$ cat config.mk
export PLATFORM = sky130hd
export DESIGN_NAME = custom_xif_seq
export DESIGN_NICKNAME = d
export VERILOG_FILES = /design/src/rtl/custom_instr_pkg.sv /design/src/rtl/custom_xif_seq.sv
export SDC_FILE = /design/constraint.sdc
export NUM_CORES = 1
export LEC_CHECK = 0
export ABC_AREA = 1
export BUFFER_PORTS_ARGS = -buffer_cell sky130_fd_sc_hd__buf_4
export CAP_MARGIN = 0
export CORE_UTILIZATION = 48
export CTS_CLUSTER_DIAMETER = 200
export DETAILED_ROUTE_END_ITERATION = 10
export PLACE_DENSITY_LB_ADDON = 0.12
export SLEW_MARGIN = 0
export SYNTH_ARGS = -nofsm -noshare
export SYNTH_HDL_FRONTEND = slang
export SYNTH_SLANG_ARGS = --single-unit
$ cat constraint.sdc
create_clock -name clk_i -period 5.8 [get_ports clk_i]
set_clock_uncertainty 0.2 [all_clocks]
set_input_delay 0.87 -clock clk_i [delete_from_list [all_inputs] [get_ports clk_i]]
set_output_delay 0.87 -clock clk_i [all_outputs]
set_load 0.01 [all_outputs]
$ cat src/rtl/custom_instr_pkg.sv
// Shared encodings for the custom-instruction offload path.
// Holds the opcode, the default X-interface id width and the sequencer states.
package custom_instr_pkg;

  localparam int unsigned XLEN         = 32;
  localparam int unsigned XIF_ID_WIDTH = 4;
  localparam int unsigned RD_WIDTH     = 5;

  // custom-0 major opcode carries the CNTB instruction
  localparam logic [6:0] OPCODE_CNTB = 7'b0001011;

  typedef enum logic [1:0] {
    IDLE   = 2'd0,
    EXEC   = 2'd1,
    HOLD   = 2'd2,
    RESULT = 2'd3
  } custom_seq_state_e;

endpackage

$ cat src/rtl/custom_xif_seq.sv
// X-interface sequencer: takes one offloaded instruction, runs the custom execution
// unit, parks the result until commit/kill and returns it on the result channel.
module custom_xif_seq
  import custom_instr_pkg::*;
#(
  parameter int unsigned ID_WIDTH       = XIF_ID_WIDTH,
  parameter int unsigned TIMEOUT_CYCLES = 64
) (
  input  logic                clk_i,
  input  logic                rst_i,
  input  logic                issue_valid_i,
  output logic                issue_ready_o,
  input  logic [XLEN-1:0]     issue_instr_i,
  input  logic [ID_WIDTH-1:0] issue_id_i,
  input  logic [XLEN-1:0]     issue_rs0_i,
  input  logic [XLEN-1:0]     issue_rs1_i,
  input  logic [1:0]          issue_rs_valid_i,
  output logic                issue_accept_o,
  output logic                issue_writeback_o,
  input  logic                commit_valid_i,
  input  logic [ID_WIDTH-1:0] commit_id_i,
  input  logic                commit_kill_i,
  output logic                exu_start_o,
  output logic [XLEN-1:0]     exu_rs0_o,
  output logic [XLEN-1:0]     exu_rs1_o,
  input  logic                exu_done_i,
  input  logic [XLEN-1:0]     exu_result_i,
  output logic                result_valid_o,
  input  logic                result_ready_i,
  output logic [ID_WIDTH-1:0] result_id_o,
  output logic [XLEN-1:0]     result_data_o,
  output logic [RD_WIDTH-1:0] result_rd_o,
  output logic                result_we_o,
  output logic                result_err_o,
  output logic                busy_o
);

  localparam int unsigned CNT_W = $clog2(TIMEOUT_CYCLES);
  localparam logic [CNT_W-1:0] CNT_LAST = CNT_W'(TIMEOUT_CYCLES - 1);

  custom_seq_state_e state_q, state_d;
  logic [ID_WIDTH-1:0] id_q, id_d;
  logic [RD_WIDTH-1:0] rd_q, rd_d;
  logic [XLEN-1:0]     rs0_q, rs0_d;
  logic [XLEN-1:0]     rs1_q, rs1_d;
  logic [XLEN-1:0]     data_q, data_d;
  logic                err_q, err_d;
  logic                committed_q, committed_d;
  logic                killed_q, killed_d;
  logic [CNT_W-1:0]    cnt_q, cnt_d;
  logic                start_q, start_d;

  logic accept_c;
  logic issue_hit_c;
  logic commit_hit_c;
  logic kill_now_c;
  logic commit_now_c;
  logic finish_c;
  logic unused_instr_c;

  assign issue_ready_o     = (state_q == IDLE) & (&issue_rs_valid_i);
  assign accept_c          = issue_valid_i & issue_ready_o & (issue_instr_i[6:0] == OPCODE_CNTB);
  assign issue_accept_o    = accept_c;
  assign issue_writeback_o = accept_c;

  // a commit racing the issue handshake is matched against the incoming id
  assign issue_hit_c  = commit_valid_i & (commit_id_i == issue_id_i);
  assign commit_hit_c = commit_valid_i & (commit_id_i == id_q);
  assign kill_now_c   = commit_hit_c & commit_kill_i;
  assign commit_now_c = commit_hit_c & ~commit_kill_i;
  assign finish_c     = exu_done_i | (cnt_q == CNT_LAST);

  assign unused_instr_c = ^issue_instr_i[XLEN-1:12];

  // Next-state and datapath update
  always_comb begin
    state_d     = state_q;
    id_d        = id_q;
    rd_d        = rd_q;
    rs0_d       = rs0_q;
    rs1_d       = rs1_q;
    data_d      = data_q;
    err_d       = err_q;
    committed_d = committed_q;
    killed_d    = killed_q;
    cnt_d       = cnt_q;
    start_d     = 1'b0;

    case (state_q)
      IDLE: begin
        if (accept_c) begin
          id_d        = issue_id_i;
          rd_d        = issue_instr_i[11:7];
          rs0_d       = issue_rs0_i;
          rs1_d       = issue_rs1_i;
          committed_d = issue_hit_c & ~commit_kill_i;
          killed_d    = issue_hit_c & commit_kill_i;
          cnt_d       = '0;
          start_d     = 1'b1;
          state_d     = EXEC;
        end
      end
      EXEC: begin
        cnt_d       = cnt_q + CNT_W'(1);
        committed_d = committed_q | commit_now_c;
        killed_d    = killed_q | kill_now_c;
        // watchdog expiry is treated as a completion carrying an error
        if (finish_c) begin
          data_d = exu_done_i ? exu_result_i : '0;
          err_d  = ~exu_done_i;
          if (killed_q | kill_now_c) begin
            state_d = IDLE;
          end else if (committed_q | commit_now_c) begin
            state_d = RESULT;
          end else begin
            state_d = HOLD;
          end
        end
      end
      HOLD: begin
        if (commit_hit_c) begin
          committed_d = ~commit_kill_i;
          killed_d    = commit_kill_i;
          state_d     = commit_kill_i ? IDLE : RESULT;
        end
      end
      RESULT: begin
        if (result_ready_i) begin
          state_d = IDLE;
        end
      end
      default: state_d = IDLE;
    endcase
  end

  always_ff @(posedge clk_i or posedge rst_i) begin
    if (rst_i) begin
      state_q     <= IDLE;
      id_q        <= '0;
      rd_q        <= '0;
      rs0_q       <= '0;
      rs1_q       <= '0;
      data_q      <= '0;
      err_q       <= 1'b0;
      committed_q <= 1'b0;
      killed_q    <= 1'b0;
      cnt_q       <= '0;
      start_q     <= 1'b0;
    end else begin
      state_q     <= state_d;
      id_q        <= id_d;
      rd_q        <= rd_d;
      rs0_q       <= rs0_d;
      rs1_q       <= rs1_d;
      data_q      <= data_d;
      err_q       <= err_d;
      committed_q <= committed_d;
      killed_q    <= killed_d;
      cnt_q       <= cnt_d;
      start_q     <= start_d;
    end
  end

  assign exu_start_o    = start_q;
  assign exu_rs0_o      = rs0_q;
  assign exu_rs1_o      = rs1_q;
  assign busy_o         = (state_q != IDLE);
  assign result_valid_o = (state_q == RESULT);
  assign result_we_o    = (state_q == RESULT) & ~err_q;
  assign result_err_o   = (state_q == RESULT) & err_q;
  assign result_id_o    = id_q;
  assign result_data_o  = data_q;
  assign result_rd_o    = rd_q;

endmodule

Word-level counts from Yosys, hierarchy flattened
Index checks and enable logic that the tools add are counted.

Multiplexer cells: 19. $add $sub $neg: 1. Bitwise gates (word level): 17. Reductions and logical operators: 10. Equality and inequality tests: 11.

Operator list (count): $mux W32 (1); $mux W2 (6); $pmux W6 S2 (1); $and A1 B1 Y1 (11); $eq A4 B4 Y1 (2); $pmux W2 S4 (1); $reduce_and A2 Y1 (4); $eq A7 B4 Y1 const B (1); $mux W1 (7); $add A6 B1 Y6 const B (1); $eq A6 B6 Y1 const B (1); $mux W6 (1); $ne A2 B2 Y1 const B (3); $pmux W1 S3 (2); $eq A2 B2 Y1 const B (2); $reduce_and A4 Y1 (1); $reduce_bool A2 Y1 (2); $not A1 Y1 (3); $or A1 B1 Y1 (3); $reduce_and A3 Y1 (1); $reduce_bool A3 Y1 (1); $eq A2 B1 Y1 const B (1); $logic_not A2 Y1 (1); $ne A2 B1 Y1 const B (1).

Bits in registers: 117. Logic and storage cells: 69. Output and inout bits: 113.

Logic depth before layout (Yosys ltp)
Gate-level depths: netlist (run 1).

Word-level depth: 8. Gate-level depth with buffers: 10.

Worst setup path after synthesis (run 1)
OpenSTA, ideal clock, no wires.

Path kind: input to output. Start: input issue_rs_valid_i[0]. End: output issue_writeback_o. Path buffers: 2. Stages on the path: 6. Data arrival time: 1757 ps. Slack: 2973 ps. Cells stage by stage: nand2_1 -> nor2_8 -> nand3_4 -> clkbuf_1 -> inv_1 -> buf_4.

Longest elaborated chain between the ends: 4.

RTL lines: from (decl) (line custom_xif_seq.sv:17) `input logic [1:0] issue_rs_valid_i,`; $reduce_and A2 Y1 (line custom_xif_seq.sv:61) `assign issue_ready_o = (state_q == IDLE) & (&issue_rs_valid_i);`; $and A1 B1 Y1 (line custom_xif_seq.sv:61); net issue_ready_o (line custom_xif_seq.sv:12) `output logic issue_ready_o,`; $and A1 B1 Y1 (2 in a row) (line custom_xif_seq.sv:62) `assign accept_c = issue_valid_i & issue_ready_o & (issue_instr_i[6:0] == OPCODE_CNTB);`; to (decl) (line custom_xif_seq.sv:19) `output logic issue_writeback_o,`.

The timed path passes the listed nets, and every way through them passes these cells.

Final worst setup path (run 1)
Start: register state_q[0]. End: output issue_writeback_o.

Longest elaborated chain between the ends: 4.

RTL lines: from (decl) (line custom_xif_seq.sv:41) `custom_seq_state_e state_q, state_d;`; from (signal assigned) (line custom_xif_seq.sv:150) `state_q <= state_d;`; $logic_not A2 Y1 (line custom_xif_seq.sv:61); $and A1 B1 Y1 (line custom_xif_seq.sv:61); $and A1 B1 Y1 (2 in a row) (line custom_xif_seq.sv:62).

Every way passes these cells.

==> results.cfg, run 1 <==
[place]
post-place-ws_ns = 2.49
port-buffer-count = 237
hpwlAfterDp_um = 9030
gp_congestion = 0.817

[worst_setup_path]
crit_chain = inv_1, ha_1, inv_2, nor2_8, nand3_4, buf_4, inv_1, buf_4
worstPathRequired_ns = 4.73
end_kind = output pin
cp.arrival_ns = 2.48
cp.buffers_inverters = 5
max_stage_delay_ns = 0.51
crit_type = register to output pin
slowest_stage = buf_4
crit_fanout = 52
cp_top_family = buffers and inverters
start_kind = register

[synth]
synth_async_sr_flop_share_pct = 100
synthTopCellsByArea = dfrtp_1, nand2_1, a22o_1, inv_1, nor2_1
ys.flop_type = dfrtp_1
yosys_register_bits = 117
synth_nets = 686
yosysWarnings = 0
yosys.area.top_type_share_pct = 60.2
synth_top_cell_by_area = dfrtp_1
synth_cells = 535
ys_seq_area_share_pct = 60.2
synth-edff-count = 0
synth_cell_type_count = 29
syn-cell-area_mm2 = 0.00486
synth_area_per_cell_um2 = 9.08

[clock_network]
clock_sinks = 117
cts_setup_buffers = 0
h-tree-depth = 4
clk_pin_slew_ns = 0.05
cts_hold_buffers = 0
clk_latency_ns = 0.50
clock_path_buffers = 2
cts_tree = built
cts_root_buf = clkbuf_8
cts_inserted_buffers = 17
cts_resized = 0

[floorplanning]
io_pins = 258
dieArea_mm2 = 0.0105
fp.dieW_um = 103
coreArea_mm2 = 0.00977
die_h_um = 103
fp-row-count = 36
start_util_pct = 49.7

[timing]
min_period_ns = 3.55
finalSetupViolCount = 0
fin_tns_setup_ns = 0
hold_viol_final = 0
fmax_mhz = 281
worst_pin_slew_ns = 1.16
rsz0062_at_grt = false
min_period_over_period_pct = 61.3
timing.hold.ws_ns = 0.277
final.setup.worst_slack_ns = 2.25
slew_headroom_pct = 22.6
maxSlewViolCount = 0

[route]
dr.pass1.iters = 4
detailroute.via_count = 4480
vias_per_cell = 4.89
wl_per_cell_um = 14.1
drtAntennaViolNets = 0
drtIter0Drc = 199
wirelength_um = 13000
drcViolationCount = 0

[power]
p_per_area_mw_per_mm2 = 394
leakage_uw = 0.00426
switching_share_pct = 29.4
p_comb_share_pct = 26.7
ir_worst_vdd_uv = 196
p_switching_uw = 850
power_frac_clock_pct = 36.3
p_seq_share_pct = 37.0
intPower_uw = 2040

[global_route]
antenna_found_initial = 0
gr-total-overflow = 0
grt.total_usage_pct = 25.6
grt_pass1_vias = 4327
grt_pass1_wl_um = 20400
grt_max_degree = 82

[hold_path]
holdCritPathClass = register to register

[run_status]
status = finished clean

[run]
cap_violations = 0

[final_layout]
fill_cells = 744
syn_to_final_growth_pct = 50.8
final_nets = 922
drive_gt1_share_pct = 36.5
diodes = 0
==> worst register-to-register path: stages (launching register included) <==
cell	delay, ns
dfrtp_1	0.39
inv_1	0.15
ha_1	0.24
inv_2	0.10
nor2_8	0.15
nand3_4	0.25
inv_2	0.93
nand2_1	0.24
o21ai_1	0.15
a21oi_1	0.06
==> cell usage after synthesis (all sizes together), types with 4 or more instances <==
| cell | instances |
|---|---|
| a21oi | 10 |
| inv | 32 |
| a22o | 32 |
| nand2 | 258 |
| buf | 15 |
| ha | 6 |
| o21ai | 4 |
| dfrtp | 117 |
| clkbuf | 7 |
| nor2 | 31 |
| nand3 | 11 |
| nand4 | 5 |
==> path summary, 6_finish.rpt <==
| check | startpoint | end | slack (ns) | cells after the start |
|---|---|---|---|---|
| worst max register to register | state_q[1] | cnt_q[4] | 2.82 | 9 |
| max in group asynchronous | rst_i | exu_rs0_o[31] | 3.95 | 3 |
| min in group asynchronous | rst_i | result_data_o[15] | 0.40 | 2 |
| worst min-delay path | result_rd_o[4] | result_rd_o[4] | 0.28 | 2 |
| worst max-delay path | state_q[0] | issue_writeback_o | 2.25 | 8 |
| worst min register to register | result_rd_o[4] | result_rd_o[4] | 0.28 | 2 |
==> area by class of cell <==
class | instances | area, um^2 | share of cell area (%)
Timing Repair Buffer | 239 | 1790 | 24.5
Clock buffer | 20 | 455 | 6.21
Multi-Input combinational cell | 363 | 1710 | 23.3
Tap cell | 133 | 166 | 2.27
Sequential cell | 117 | 2930 | 39.9
Clock inverter | 12 | 153 | 2.08
Inverter | 33 | 128 | 1.74
==> sequential cells by signal, summed over array words and instances (netlist names), 2 cells and up <==
name,flops
result_rd_o,5
cnt_q,6
state_q,2
result_data_o,32
exu_rs0_o,32
exu_rs1_o,32
result_id_o,4
==> metal layers <==
metal  GRT usage (%)  vias to the layer above  routed length [um]
met3            8.20                       21                 863
met2            44.3                      158                6950
met1            29.6                     2147                4870
met4            9.56                        0                 281
met5               0                        -                   0
li1                -                     2154                   -
==> cell families (layout without fill, tap and decap cells) <==
family / count (synthesis) / in the layout / synth area share (%)
xor+xnor: 2 / 2 / 0.361
flops: 117 / 117 / 60.2
mux: 1 / 1 / 0.232
compound gates: 48 / 48 / 7.57
simple gates: 306 / 306 / 25.4
buf+inv: 55 / 304 / 4.63
fa+ha+maj: 6 / 6 / 1.54
==> power by group through the flow <==
| stage | combinational (uW) | sequential (uW) | clock, uW |
|---|---|---|---|
| floorplan | 375 | 1120 | 0 |
| global placement | 750 | 1070 | 0 |
| detailed placement | 771 | 1080 | 0 |
| CTS | 777 | 1070 | 1070 |
| global route | 848 | 1090 | 1110 |
| finish | 772 | 1070 | 1050 |
==> cells in the final DEF (no fill, tap or decap) <==
cell type / count
inv_2: 3
nand3_4: 2
inv_1: 28
nor2_2: 2
nand3_2: 1
clkinv_2: 4
nand2_1: 257
nand3_1: 8
a21oi_1: 10
mux2_2: 1
clkbuf_16: 16
nor2_1: 28
clkinv_4: 2
clkinvlp_4: 4
a22o_1: 32
xnor2_1: 1
nor2_8: 1
nand2_2: 1
buf_4: 239
clkbuf_8: 4
xor2_1: 1
o21ai_2: 1
ha_1: 6
o22ai_1: 1
dfrtp_1: 117
o21ai_0: 2
bufinv_16: 3
inv_4: 1
nand4_1: 5
o21bai_1: 1
o21ai_1: 1
nor3_2: 1
==> metrics by stage <==
stage | std cells | total power, uW | utilization, % | cell area (um^2)
6_report | 917 | 2890 | 75.0 | 7330
5_1_grt | 917 | 3040 | 75.0 | 7330
4_1_cts | 917 | 2910 | 75.0 | 7330
3_5_place_dp | 885 | 1850 | 68.8 | 6720
3_3_place_gp | 885 | 1820 | 68.8 | 6720
2_1_floorplan | 535 | 1500 | - | 4860
Power figures use the tool's default switching activity.
==> run 2, diff against run 1 <==
- CORE_UTILIZATION: 48 -> 41
- clock period: 5.8 -> 3.2 ns (I/O delays scaled with it)
==> run 2 against run 1 <==
- via count decreased by 0.33%
- count of clock-buffer cells in the layout increased by 4
- cell count increased by 1.6%
- worst setup slack got worse by 1.9 ns
- clock power increased by 93%
- flip-flop and latch count unchanged
- combinational power increased by 84%
- register-to-register slack got worse by 1.9 ns
- die area increased by 17%
- hold slack got worse by 0.22 ns
- wire length increased by 1.1%
- critical path type unchanged
- critical endpoint unchanged
==> results.cfg, run 2 (synthesis gave the netlist of run 1 again) <==
[run_status]
status = finished clean

[place]
port-buffer-count = 237
hpwlAfterDp_um = 9260
gp_congestion = 0.792
dp.cells = 899

[timing]
slew_headroom_pct = 54.5
worst_pin_slew_ns = 0.683
rsz0062_at_grt = false
fmax_mhz = 349
fin_tns_setup_ns = 0
maxSlewViolCount = 0
min_period_over_period_pct = 89.4
finalSetupViolCount = 0
hold_viol_final = 0
min_period_ns = 2.86

[route]
drtIter0Drc = 187
dr.pass1.iters = 5
drcViolationCount = 0
vias_per_cell = 4.79
wl_per_cell_um = 14.1
drtAntennaViolNets = 0
wirelength_um = 13100
detailroute.via_count = 4465

[worst_setup_path]
max_stage_delay_ns = 0.40
reg2reg_to = cnt_q[5]
worstPathRequired_ns = 2.52
path_common_cell = inv_1
crit_type = register to output pin
r2r_slack_ns = 0.95
r2r_cells = 8
slowest_stage = dfrtp_1
start_kind = register
cp.arrival_ns = 2.18
end_kind = output pin
cp.buffers_inverters = 5
r2r-start = state_q[0]
cp_top_family = buffers and inverters
crit_chain = inv_1, ha_1, inv_2, nor2_8, nand3_4, buf_6, inv_1, buf_4
crit_fanout = 72

[final_layout]
fill_cells = 966
final_nets = 927
drive_gt1_share_pct = 36.4
diodes = 0
syn_to_final_growth_pct = 53.1
ff_latch_area_mm2 = 0.00293
final_common_cell = nand2_1
mostFrequentLayoutCells = nand2_1, buf_4, dfrtp_1
instances_no_fill = 932
multi_input_area_mm2 = 0.00171

[hold_path]
hp-start = issue_rs1_i[8]
holdCritPathClass = input pin to register
hold_end = exu_rs1_o[8]
hold_depth = 3

[power]
switching_share_pct = 28.4
ir_worst_vdd_uv = 796
p_per_area_mw_per_mm2 = 723
p_switching_uw = 1530
power_frac_clock_pct = 37.7
p_comb_share_pct = 26.3
p_seq_share_pct = 36.0
intPower_uw = 3850
leakage_uw = 0.00431

[run]
cap_violations = 0

[clock_network]
cts_inserted_buffers = 17
cts_root_buf = clkbuf_16
h-tree-depth = 4
clock_path_buffers = 2
cts_tree = built
clock_sinks = 117
cts_setup_buffers = 0
clk_latency_ns = 0.41
clk_pin_slew_ns = 0.05

[floorplanning]
start_util_pct = 42.4
fp-row-count = 39
die_h_um = 111
coreArea_mm2 = 0.0115
fp.dieW_um = 111
dieArea_mm2 = 0.0123
io_pins = 258

[global_route]
grt.total_usage_pct = 22.4
gr-total-overflow = 0
grt_pass1_wl_um = 21700
grt_max_degree = 73
grt_pass1_vias = 4517
antenna_found_initial = 0
## run 2: what timing repair did
action	CTS	global route
resized for setup	0	1
setup endpoints to repair	0	2
hold buffers	1	0
endpoints found under the hold margin	64	0
## run 2: per-layer routing
metal / track usage, % / vias to the layer above / routed length (um)
li1: - / 2161 / -
met1: 26.0 / 2126 / 5260
met2: 37.4 / 159 / 6620
met3: 7.65 / 19 / 971
met4: 9.96 / 0 / 265
met5: 0 / - / 0
## run 2: tightest hold or removal path: stages
cell and delay, ns:
buf_4 0.07, nand2_1 0.04, nand2_1 0.04
## run 2: cell type report
class	count	area share [%]
multi-input cells	363	22.9
well taps	143	2.40
clock buffers	24	6.61
flip-flops and latches	117	39.3
repair buffers	244	25.0
inverters	33	1.73
clock inverters	8	1.95
## run 2: worst max path at each step
stage / from / endpoint / cells after the start
after detailed placement: state_q[0] / issue_writeback_o / 8
after floorplan: state_q[0] / issue_writeback_o / 8
after global placement: state_q[0] / issue_writeback_o / 8
after global routing: state_q[0] / issue_accept_o / 8
after CTS: state_q[0] / issue_writeback_o / 8
final: state_q[0] / issue_writeback_o / 8
## run 2: stage by stage
stage	power [uW]	cell area (um^2)	hold WS, ns	util (%)	worst slack (ns)
2_1_floorplan	2710	4860	0.243	-	0.962
3_3_place_gp	3320	6790	0.264	59.2	0.675
3_5_place_dp	3370	6790	0.266	59.2	0.600
4_1_cts	5430	7440	0.0462	64.9	0.155
5_1_grt	5660	7440	0.0522	64.9	0.150
6_report	5380	7440	0.0555	64.9	0.338
## run 2: power by group through the flow
stage	Clock, uW	Sequential [uW]	Combinational [uW]
after floorplan	0	2030	680
after global placement	0	1940	1380
after detailed placement	0	1950	1420
after CTS	2060	1930	1430
after global routing	2140	1970	1560
final	2030	1940	1420
